File: src/rtl/seg7_pkg.sv
// rtl/seg7_pkg.sv - shared seven-segment constants and font lookup
package seg7_pkg;

  // All segments off (segments are active low)
  localparam logic [6:0] SEG_BLANK = 7'h7F;

  // Hex font, {a,b,c,d,e,f,g}, active low, indexed by nibble value
  localparam logic [6:0] SEG7_FONT [16] = '{
    7'b0000001, 7'b1001111, 7'b0010010, 7'b0000110,
    7'b1001100, 7'b0100100, 7'b0100000, 7'b0001111,
    7'b0000000, 7'b0000100, 7'b0001000, 7'b1100000,
    7'b0110001, 7'b1000010, 7'b0110000, 7'b0111000
  };

  // In BCD mode codes A-F have no glyph and are shown blank
  function automatic logic [6:0] seg7_font(input logic [3:0] nibble, input logic hex_mode);
    if (!hex_mode && (nibble > 4'd9)) return SEG_BLANK;
    return SEG7_FONT[nibble];
  endfunction

endpackage

File: src/rtl/seg7_font_dec.sv
// rtl/seg7_font_dec.sv - combinational nibble to segment pattern decoder
module seg7_font_dec
  import seg7_pkg::*;
#(
  parameter int HEX_MODE = 1
) (
  input  logic [3:0] nibble,
  output logic [6:0] seg
);

  localparam logic HEX = (HEX_MODE != 0);

  assign seg = seg7_font(nibble, HEX);

endmodule

File: src/rtl/seg7_scan_driver.sv
// rtl/seg7_scan_driver.sv - multiplexed seven-segment scanner with tear-free double buffer
module seg7_scan_driver
  import seg7_pkg::*;
#(
  parameter int NDIGITS  = 8,
  parameter int SCAN_DIV = 1000,
  parameter int HEX_MODE = 1,
  parameter int GUARD    = 2
) (
  input  logic                   clk,
  input  logic                   rst_n,
  input  logic                   en,
  input  logic                   blank_lz,
  input  logic                   load_valid,
  output logic                   load_ready,
  input  logic [4*NDIGITS-1:0]   load_data,
  input  logic [NDIGITS-1:0]     load_dp,
  output logic [6:0]             seg_o,
  output logic                   dp_o,
  output logic [NDIGITS-1:0]     an_o,
  output logic                   frame_done
);

  localparam int PW = $clog2(SCAN_DIV);
  localparam int IW = (NDIGITS > 1) ? $clog2(NDIGITS) : 1;
  localparam logic [PW-1:0] PC_LAST  = PW'(SCAN_DIV - 1);
  localparam logic [PW-1:0] PC_GUARD = PW'(GUARD);
  localparam logic [IW-1:0] IDX_LAST = IW'(NDIGITS - 1);

  logic [PW-1:0]          pc;
  logic [IW-1:0]          idx;
  logic [4*NDIGITS-1:0]   disp_data;
  logic [4*NDIGITS-1:0]   pend_data;
  logic [NDIGITS-1:0]     disp_dp;
  logic [NDIGITS-1:0]     pend_dp;
  logic                   pend_v;
  logic                   boundary;
  logic                   xfer;
  logic [3:0]             nibble;
  logic [6:0]             font_seg;
  logic [4*NDIGITS-1:0]   upper;
  logic                   blanked;

  assign boundary   = (pc == PC_LAST) && (idx == IDX_LAST);
  assign load_ready = ~pend_v;
  assign xfer       = load_valid && load_ready;

  // Current digit's nibble, and whether it and every digit above it are zero
  assign nibble  = disp_data[{idx, 2'b00} +: 4];
  assign upper   = disp_data >> {idx, 2'b00};
  assign blanked = blank_lz && (idx != '0) && (upper == '0);

  seg7_font_dec #(.HEX_MODE(HEX_MODE)) u_font (
    .nibble (nibble),
    .seg    (font_seg)
  );

  // Prescaler sets the slot length; the digit index advances once per slot
  always_ff @(posedge clk or negedge rst_n) begin
    if (!rst_n) begin
      pc  <= '0;
      idx <= '0;
    end else if (pc == PC_LAST) begin
      pc  <= '0;
      idx <= (idx == IDX_LAST) ? '0 : idx + 1'b1;
    end else begin
      pc  <= pc + 1'b1;
    end
  end

  // New words park in pending and only reach the display at a frame boundary
  always_ff @(posedge clk or negedge rst_n) begin
    if (!rst_n) begin
      disp_data <= '0;
      disp_dp   <= '0;
      pend_data <= '0;
      pend_dp   <= '0;
      pend_v    <= 1'b0;
    end else begin
      if (boundary && pend_v) begin
        disp_data <= pend_data;
        disp_dp   <= pend_dp;
        pend_v    <= 1'b0;
      end
      if (xfer) begin
        pend_data <= load_data;
        pend_dp   <= load_dp;
        pend_v    <= 1'b1;
      end
    end
  end

  // Registered pin drive; anodes stay dark for the first GUARD clocks of a slot
  always_ff @(posedge clk or negedge rst_n) begin
    if (!rst_n) begin
      seg_o      <= SEG_BLANK;
      dp_o       <= 1'b1;
      an_o       <= '1;
      frame_done <= 1'b0;
    end else begin
      frame_done <= boundary;
      if (!en) begin
        seg_o <= SEG_BLANK;
        dp_o  <= 1'b1;
        an_o  <= '1;
      end else begin
        seg_o <= blanked ? SEG_BLANK : font_seg;
        dp_o  <= blanked | ~disp_dp[idx];
        an_o  <= (pc < PC_GUARD) ? '1 : ~(NDIGITS'(1) << idx);
      end
    end
  end

endmodule
File: config.mk
export PLATFORM = sky130hd
export DESIGN_NAME = seg7_scan_driver
export DESIGN_NICKNAME = d
export VERILOG_FILES = /design/src/rtl/seg7_pkg.sv /design/src/rtl/seg7_font_dec.sv /design/src/rtl/seg7_scan_driver.sv
export SDC_FILE = /design/constraint.sdc
export NUM_CORES = 1
export LEC_CHECK = 0
export BUFFER_PORTS_ARGS = -buffer_cell sky130_fd_sc_hd__buf_2
export CORE_ASPECT_RATIO = 1.4
export CORE_MARGIN = 3
export CORE_UTILIZATION = 45
export CTS_CLUSTER_DIAMETER = 100
export CTS_CLUSTER_SIZE = 16
export DETAILED_ROUTE_END_ITERATION = 6
export GPL_ROUTABILITY_DRIVEN = 0
export SKIP_CTS_REPAIR_TIMING = 1
export SLEW_MARGIN = 15
export SYNTH_ARGS = -nofsm -noshare
export SYNTH_HDL_FRONTEND = slang
export SYNTH_HIERARCHICAL = 1
export SYNTH_SLANG_ARGS = --single-unit
File: constraint.sdc
create_clock -name clk -period 7.45 [get_ports clk]
set_clock_uncertainty 0.2 [all_clocks]
set_input_delay 0.3725 -clock clk [delete_from_list [all_inputs] [get_ports clk]]
set_output_delay 0.3725 -clock clk [all_outputs]
set_load 0.005 [all_outputs]
==> flow_summary.json <==
{
  "status": "complete, no violations",
  "syn-num-nets": 490,
  "setup_viol": 0,
  "clkSinkCount": 111,
  "grt_remaining_overflow": 0,
  "startpoint_type": "flip-flop",
  "postLayoutSetupSlackWorst_ns": 4.474,
  "portBuffers": 62,
  "avgSynthCellArea_um2": 12.79,
  "synth_cells": 431,
  "tightestPinTransition_ns": 1.076,
  "required_ns": 7.50,
  "r2r-start": "idx[1]$_DFFE_PN0N_",
  "vias_per_cell": 5.493,
  "die_height_um": 137.0,
  "drt_iter0_markers": 278,
  "wl_per_cell_um": 16.39,
  "hp-class": "input port to flip-flop",
  "diodes": 0,
  "clk_latency_ns": 0.35,
  "netlist_area_um2": 5514,
  "first_global_vias": 3566,
  "ir_worst_vdd_mv": 0.1369,
  "vias": 3521,
  "fin_setup_tns_ns": 0,
  "grtUsageTotal_pct": 16.55,
  "clockBufferDepth": 2,
  "rsz0062_at_grt": "false",
  "ys_seq_area_share_pct": 50.74,
  "grt_pass1_wl_um": 17960,
  "ys_async_sr_fraction_pct": 100.0,
  "fmax_mhz": 336.0,
  "leakage_nw": 2.856,
  "path_clk_slew_ns": 0.07,
  "post-route-util_pct": 52.32,
  "tritoncts": "yes",
  "yosysMostFrequentCell": "dfrtp_1",
  "synth_cell_types": 48,
  "critPathMaxFanout": 25,
  "hold_viol_final": 0,
  "io-pin-count": 63,
  "drv_cap": 0,
  "pwr-share-seq_pct": 54.8,
  "arrival_ns": 3.03,
  "cp_cell_sequence": "mux4_2 -> nor2_1 -> nor2_1 -> inv_1 -> ha_1 -> or2_2 -> a21oi_1 -> a31oi_1 -> inv_1 -> o311ai_1",
  "grt_max_degree": 87,
  "die-area_um2": 13640,
  "cpLargestDelayFamily": "flip-flops",
  "htree_levels": 3,
  "fin_cells": 641,
  "ys_ff_latch": 111,
  "crit_path_end": "seg_o[3]$_DFF_PN1_",
  "slowest_stage": "dfrtp_1",
  "synth_edf_count": 0,
  "antenna_found_initial": 0,
  "dp_slack_ns": 4.480,
  "wirelength_um": 10500,
  "core_um2": 11880,
  "swShare_pct": 21.62,
  "rows": 47,
  "cp.buffers_inverters": 2,
  "drc": 0,
  "synth_top_cell_area_share_pct": 43.11,
  "crit-reg2reg-capture": "seg_o[3]$_DFF_PN1_",
  "period_minus_slack_ns": 2.976,
  "combPwrFrac_pct": 4.7,
  "dpl_cell_area_um2": 5903,
  "cts_root_buf": "clkbuf_16",
  "postRouteAntennaNets": 0,
  "fin_crit_sh_pct": 39.95,
  "synth_area_leaders": "dfrtp_1 43%, mux2_4 11%, mux2_2 8.6%",
  "start_util_pct": 46.42,
  "cpPeakStageDelay_ns": 0.95,
  "die_x_um": 99.56,
  "firstDrtPassIters": 5,
  "cp.depth": 10,
  "ff2ff_path_depth": 10,
  "syn2layout_area_growth_pct": 12.71,
  "pwr_density_cell_nw_per_um2": 190.9,
  "synth_top_cell_by_area": "dfrtp_1",
  "p_clk_share_pct": 40.5,
  "cp-end-kind": "flip-flop",
  "synthTopCellsByCount": "95 x dfrtp_1, 42 x mux2_2, 39 x mux2_4, 32 x nand2_1, 29 x nor2_1",
  "ys_warn_count": 6,
  "slew_viol_final": 0,
  "layout-drive-gt1-share_pct": 40.08,
  "hpwl_um": 7633,
  "net-switching-power_mw": 0.2565,
  "p_int_mw": 0.9300,
  "crit_start": "idx[1]$_DFFE_PN0N_",
  "numCtsBuffers": 9,
  "relSlewSlack_pct": 28.14,
  "r2r_setup_slack_ns": 4.47,
  "fin_nets": 548,
  "design_area_um2": 6215,
  "ys.flop_type": "dfrtp_1",
  "worstSetupPathType": "flip-flop to flip-flop",
  "placed_cells": 624
}
## state kept, by name, indices dropped and copies added (netlist names)
name	cells
an_o	8
frame_done	1
pc	10
pend_dp	8
pend_data	32
disp_data	32
pend_v	1
seg_o	7
dp_o	1
idx	3
disp_dp	8
## routing by layer
metal	routed length, µm	global-route usage, %
met5	0	0
met4	289	7.669
met3	422	2.856
met2	5271	27.17
met1	4521	21.35
## cells in the final DEF (no fill, tap or decap), drive strengths merged, types with 4 or more instances in the layout
master | synthesis | final
buf | 14 | 65
nor2 | 29 | 29
ha | 14 | 14
nor3b | 7 | 7
a21oi | 5 | 5
inv | 13 | 14
nand3 | 8 | 8
clkbuf | 5 | 10
o22ai | 5 | 5
nor4 | 8 | 8
clkinv | 2 | 6
o311ai | 8 | 8
nand2b | 4 | 4
xor2 | 4 | 4
mux4 | 10 | 10
nand4 | 4 | 4
mux2 | 81 | 81
dfstp | 16 | 16
o21ai | 16 | 16
nor3 | 19 | 19
dfrtp | 95 | 95
nand2 | 33 | 33
## area by class of cell
| type | instances | area [µm²] |
|---|---|---|
| Multi-Input combinational cell | 286 | 2530 |
| Fill cell | 1099 | 5664 |
| Inverter | 15 | 56.30 |
| Tap cell | 147 | 183.9 |
| Sequential cell | 111 | 2798 |
| Timing Repair Buffer | 66 | 349.1 |
| Clock inverter | 6 | 68.82 |
| Clock buffer | 10 | 229.0 |
## worst min-delay path by stage
stage,depth (start not counted),slack [ns],to,start
after floorplan,0,-0.12,disp_data[0]$_DFFE_PN0P_,rst_n
after global placement,1,0.09,pc[9]$_DFF_PN0_,rst_n
after detailed placement,1,0.09,pc[9]$_DFF_PN0_,rst_n
after CTS,1,-0.29,pc[9]$_DFF_PN0_,rst_n
after global routing,2,0.04,pend_dp[3]$_DFFE_PN0P_,load_dp[3]
final,2,0.05,pend_dp[3]$_DFFE_PN0P_,load_dp[3]
## through the flow
step,total power [mW],hold slack [ns]
final,1.187,0.04934
after global routing,1.236,0.04202
after CTS,1.204,-0.2856
after detailed placement,0.7204,0.09245
after global placement,0.7171,0.08549
after floorplan,0.6842,-0.1231
## kinds of logic after synthesis
kind of cell	after synthesis	synth area share, %
and+or+nand+nor	119	10.94
DFF	111	50.74
muxes	93	23.64
AOI/OAI and AO/OA	53	6.876
buffers and inverters	34	3.517
adders and majority gates	14	3.177
xor gates and xnor gates	7	1.112
## power groups by stage
| stage | Clock, mW | Combinational, mW | Sequential, mW |
|---|---|---|---|
| 3_3_place_gp | 0 | 0.0553 | 0.662 |
| 5_1_grt | 0.518 | 0.0634 | 0.655 |
| 2_1_floorplan | 0 | 0.0281 | 0.656 |
| 6_report | 0.480 | 0.0557 | 0.651 |
| 3_5_place_dp | 0 | 0.0571 | 0.663 |
| 4_1_cts | 0.495 | 0.0571 | 0.651 |
## worst reg2reg max path: cells and delay by family, from the launching register on
| kind | cells | cell delay [ns] |
|---|---|---|
| flops | 1 | 0.95 |
| simple gates | 3 | 0.59 |
| mux | 1 | 0.42 |
| compound gates | 3 | 0.27 |
| buf+inv | 2 | 0.24 |
| fa+ha+maj | 1 | 0.22 |
Power figures use the tool's default switching activity.
